File: config.mk
export PLATFORM = sky130hd
export DESIGN_NAME = pulse_stretcher
export DESIGN_NICKNAME = d
export VERILOG_FILES = /design/src/rtl/pulse_stretcher_pkg.sv /design/src/rtl/pulse_stretcher.sv
export SDC_FILE = /design/constraint.sdc
export NUM_CORES = 1
export LEC_CHECK = 0
export BUFFER_PORTS_ARGS = -buffer_cell sky130_fd_sc_hd__buf_2
export CORE_MARGIN = 2
export CORE_UTILIZATION = 40
export DETAILED_ROUTE_END_ITERATION = 12
export SLEW_MARGIN = 20
export SYNTH_ARGS = -nofsm -noshare
export SYNTH_HDL_FRONTEND = slang
export SYNTH_SLANG_ARGS = --single-unit
File: constraint.sdc
create_clock -name clk -period 1.7 [get_ports clk]
set_input_delay 0.17 -clock clk [delete_from_list [all_inputs] [get_ports clk]]
set_output_delay 0.17 -clock clk [all_outputs]
set_load 0.02 [all_outputs]
File: src/rtl/pulse_stretcher_pkg.sv
// Shared constants for the pulse stretcher: state encoding and counter sizing helpers.
package pulse_stretcher_pkg;

    typedef logic [1:0] ps_state_t;

    localparam ps_state_t S_IDLE    = 2'd0;
    localparam ps_state_t S_ACTIVE  = 2'd1;
    localparam ps_state_t S_HOLDOFF = 2'd2;

    localparam int HOLDOFF_W_MIN = 1;

    // Bits needed to hold a holdoff count of 0..holdoff, never less than one bit.
    function automatic int holdoff_w(input int holdoff);
        int w;
        w = $clog2(holdoff + 1);
        return (w < HOLDOFF_W_MIN) ? HOLDOFF_W_MIN : w;
    endfunction

    function automatic int max_w(input int a, input int b);
        return (a > b) ? a : b;
    endfunction

endpackage

File: src/rtl/pulse_stretcher.sv
// Stretches a single-cycle trigger into a high pulse of programmable width, with
// optional retrigger and post-pulse holdoff selected at build time.
module pulse_stretcher
    import pulse_stretcher_pkg::*;
#(
    parameter int CNT_W     = 16,
    parameter int HOLDOFF   = 0,
    parameter int RETRIGGER = 0
) (
    input  logic             clk,
    input  logic             reset,
    input  logic             trigger,
    input  logic [CNT_W-1:0] length,
    output logic             pulse_out,
    output logic             busy,
    output logic             done,
    output logic             missed
);

    localparam int HOLDOFF_W = holdoff_w(HOLDOFF);
    // One down-counter serves both the pulse and the holdoff, so it spans both.
    localparam int CW        = max_w(CNT_W, HOLDOFF_W);

    localparam bit             HAS_HOLDOFF = (HOLDOFF > 0);
    localparam bit             USE_RETRIG  = (RETRIGGER != 0);
    localparam logic [CW-1:0]  CNT_ZERO    = {CW{1'b0}};
    localparam logic [CW-1:0]  CNT_ONE     = CW'(1'b1);
    localparam logic [CNT_W-1:0] LEN_ZERO  = {CNT_W{1'b0}};
    localparam logic [CNT_W-1:0] LEN_ONE   = CNT_W'(1'b1);
    localparam logic [CW-1:0]  HOLD_LOAD   = HAS_HOLDOFF ? CW'(HOLDOFF - 1) : {CW{1'b0}};
    localparam ps_state_t      END_STATE   = HAS_HOLDOFF ? S_HOLDOFF : S_IDLE;

    ps_state_t       r_state;
    logic [CW-1:0]   r_cnt;
    logic            r_pulse;
    logic            r_busy;
    logic            r_done;
    logic            r_missed;

    ps_state_t       w_state_nxt;
    logic [CW-1:0]   w_cnt_nxt;
    logic [CW-1:0]   w_len_load;
    logic            w_done_nxt;
    logic            w_missed_nxt;

    // Next-state, counter and strobe decode for the three-state sequencer.
    always_comb begin
        w_state_nxt  = r_state;
        w_cnt_nxt    = r_cnt;
        w_done_nxt   = 1'b0;
        w_missed_nxt = 1'b0;

        // A zero length is stretched to one cycle, hence max(length,1)-1.
        if (length == LEN_ZERO) begin
            w_len_load = CNT_ZERO;
        end else begin
            w_len_load = CW'(length - LEN_ONE);
        end

        case (r_state)
            S_IDLE: begin
                if (trigger) begin
                    w_state_nxt = S_ACTIVE;
                    w_cnt_nxt   = w_len_load;
                end else begin
                    w_state_nxt = S_IDLE;
                    w_cnt_nxt   = CNT_ZERO;
                end
            end
            S_ACTIVE: begin
                w_missed_nxt = trigger && !USE_RETRIG;
                if (trigger && USE_RETRIG) begin
                    w_state_nxt = S_ACTIVE;
                    w_cnt_nxt   = w_len_load;
                end else if (r_cnt != CNT_ZERO) begin
                    w_state_nxt = S_ACTIVE;
                    w_cnt_nxt   = r_cnt - CNT_ONE;
                end else begin
                    w_state_nxt = END_STATE;
                    w_cnt_nxt   = HOLD_LOAD;
                    w_done_nxt  = 1'b1;
                end
            end
            S_HOLDOFF: begin
                w_missed_nxt = trigger;
                if (r_cnt != CNT_ZERO) begin
                    w_state_nxt = S_HOLDOFF;
                    w_cnt_nxt   = r_cnt - CNT_ONE;
                end else begin
                    w_state_nxt = S_IDLE;
                    w_cnt_nxt   = CNT_ZERO;
                end
            end
            default: begin
                w_state_nxt = S_IDLE;
                w_cnt_nxt   = CNT_ZERO;
            end
        endcase
    end

    // State, counter and registered outputs; reset wins over any same-cycle trigger.
    always_ff @(posedge clk) begin
        if (reset) begin
            r_state  <= S_IDLE;
            r_cnt    <= CNT_ZERO;
            r_pulse  <= 1'b0;
            r_busy   <= 1'b0;
            r_done   <= 1'b0;
            r_missed <= 1'b0;
        end else begin
            r_state  <= w_state_nxt;
            r_cnt    <= w_cnt_nxt;
            r_pulse  <= (w_state_nxt == S_ACTIVE);
            r_busy   <= (w_state_nxt != S_IDLE);
            r_done   <= w_done_nxt;
            r_missed <= w_missed_nxt;
        end
    end

    assign pulse_out = r_pulse;
    assign busy      = r_busy;
    assign done      = r_done;
    assign missed    = r_missed;

endmodule

==> flow_summary.ini <==
[critical_path]
required_ps = 1890
worst_ep_arrival_time_ps = 1820
crit_path_start_kind = register
worstPathCellList = nor4_4 > nand2_4 > or4_4 > xor2_1 > o22ai_2
slowest_stage = or4_4
critical_path_class = reg -> reg
end_kind = register
cp_max_fo = 3
slowest_delay_ps = 430

[drt]
drt_iter0_markers = 46
ant_nets = 0
vias_per_cell = 5.16
first_pass_iters = 4
drc_errors = 0
via_count = 1244
wirelength_mm = 3.03
avgRoutedWirePerCell_um = 12.6

[timing]
relSlewSlack_pct = 76.2
finalClockSkew_ps = 1.41
finalSetupViolations = 0
tightest_slew_ps = 356
finalCriticalPeriod_ps = 1630
max_freq_mhz = 615
min_period_over_period_pct = 95.6
slew_viol_final = 0
finalSetupTns_ps = 0
finalHoldViolations = 0
grt_setup_unrepaired = true

[clock_tree]
h-tree-depth = 1
cts_hold_buffers = 0
clock_latency_ps = 300
cts.clk_slew.worst_paths_ps = 120
clockBufferDepth = 2
clock-root-buffer = clkbuf_4
cts_tree = yes
cts_sinks = 22
cts_made_buffers = 3

[synthesis]
synth_edf_count = 0
synth_nets = 184
synth_top_cells_by_area = dfxtp_1 (32%), xor2_1 (8.9%), xnor2_1 (7.6%), ha_1 (7.2%), nor2_1 (5.7%)
synth_cell_types = 35
yosys.area.top_type_share_pct = 31.8
synth.largest_area_cell = dfxtp_1
yosysSeqAreaShare_pct = 31.8
synth_area_mm2 = 0.00139
async_reset_ff_share_pct = 0
ys_warn_count = 0
synth_ff_type = dfxtp_1
ys_seq_elements = 22
syn_inst = 157
avgSynthCellArea_um2 = 8.82

[power_and_ir_drop]
p_int_mw = 0.973
combPwrFrac_pct = 38.2
total_leakage_power_nw = 0.696
clockPowerShare_pct = 19.5
ir_worst_vdd_uv = 567
powerDensity_mw_per_mm2 = 856
switching_power_mw = 0.479
power_mw = 1.45
swShare_pct = 33.0
p_seq_share_pct = 42.4

[run]
cap_viol_max_count = 0

[layout]
multiInputGateArea_um2 = 928
syn_to_final_growth_pct = 22.5
fin_nets = 223
mostFrequentLayoutCells = dfxtp_1 (22), buf_2 (22), nor2_1 (21)
fillers = 351
drive_gt1_share_pct = 27.2
fin_util_pct = 50.8
regArea_um2 = 440
antenna_cells = 0

[global_routing]
grt_pass1_wl_mm = 5.33
grt_overflow = 0
antenna_found_initial = 0
grt_pass1_vias = 1186
met1_usage_pct = 21.2
use_met3_pct = 4.32
grt_usage_pct = 16.6
grt_start_max_net_pins = 13
gr-usage-met2_pct = 29.2
top_usage_layer = met2

[placement]
port_buffers = 22
dpl.hpwl_mm = 2.48
place_congestion = 0.821

[die]
rows = 21
io_pins = 23
die_area_mm2 = 0.00395
die_h_um = 62.8
core-area_mm2 = 0.00334
start_util_pct = 41.5
die_w_um = 62.8

[status]
status = completed

[min_path]
hold_path_class = in -> reg
[metrics by stage]
step                setup WS (ps)  hold WS (ps)  area (um^2)  cells
global route                -10.3          71.9         1700    241
CTS                          74.0          78.3         1680    240
detailed placement           49.4           420         1640    236
global placement             73.4           412         1640    236
finish                       74.0          89.3         1700    241
floorplan                    82.4           242         1390    157
[path summary, 6_finish.rpt]
path / endpoint / start / slack (ps) / cells after the start
worst max-delay path: r_cnt[9]$_SDFF_PP0_ / r_cnt[4]$_SDFF_PP0_ / 70 / 5
worst min-delay path: r_state[1]$_SDFF_PP0_ / reset / 90 / 2
worst max register to register: r_cnt[9]$_SDFF_PP0_ / r_cnt[4]$_SDFF_PP0_ / 70 / 5
worst min register to register: r_cnt[15]$_SDFF_PP0_ / r_cnt[15]$_SDFF_PP0_ / 610 / 2
[flip-flops by register name, indices dropped and copies added (netlist names)]
name and flops:
done 1, r_cnt 16, busy 1, r_state 2, pulse_out 1, missed 1
[routing by layer]
| layer | wire [um] | vias to the layer above |
|---|---|---|
| li1 | - | 635 |
| met1 | 1420 | 591 |
| met2 | 1520 | 16 |
| met3 | 93 | 2 |
| met4 | 4 | 0 |
| met5 | 0 | - |
[power groups by stage]
| stage | clock network [mW] | registers, mW | logic (mW) |
|---|---|---|---|
| 5_1_grt | 0.325 | 0.624 | 0.617 |
| 3_3_place_gp | 0 | 0.623 | 0.531 |
| 3_5_place_dp | 0 | 0.624 | 0.540 |
| 4_1_cts | 0.297 | 0.613 | 0.543 |
| 2_1_floorplan | 0 | 0.628 | 0.360 |
| 6_report | 0.283 | 0.615 | 0.554 |
[cell families after synthesis]
group	count (synthesis)	share of synthesized area, %
xor gates and xnor gates	26	16.4
and+or+nand+nor	71	30.5
AOI/OAI and AO/OA	22	11.8
adders and majority gates	8	7.23
buffers and inverters	8	2.17
DFF	22	31.8
[worst max-delay path: cells and delay by family, from the launching register on]
kind	cells	cell delay (ps)
AO/OA/AOI/OAI	1	90
XOR/XNOR	1	170
flip-flops	1	370
AND/OR/NAND/NOR	3	890
[what timing repair did]
item	CTS	global route
endpoints found under the setup margin	0	15
buffers inserted	0	1
resized for setup	0	3
[area by class of cell]
| type | instances | area share [%] |
|---|---|---|
| Clock buffer | 4 | 2.14 |
| Inverter | 7 | 1.55 |
| Multi-Input combinational cell | 127 | 54.7 |
| Sequential cell | 22 | 26.0 |
| Tap cell | 46 | 3.39 |
| Timing Repair Buffer | 35 | 12.2 |
[synthesized netlist by cell type (3+ instances only)]
master,count
a21oi_1,3
dfxtp_1,22
ha_1,8
inv_1,7
nand2_1,15
nand3_1,5
nand3b_1,3
nor2_1,21
nor3_1,5
nor3b_1,4
o22a_1,7
o22ai_1,6
xnor2_1,12
xor2_1,14
Power figures use the tool's default switching activity.
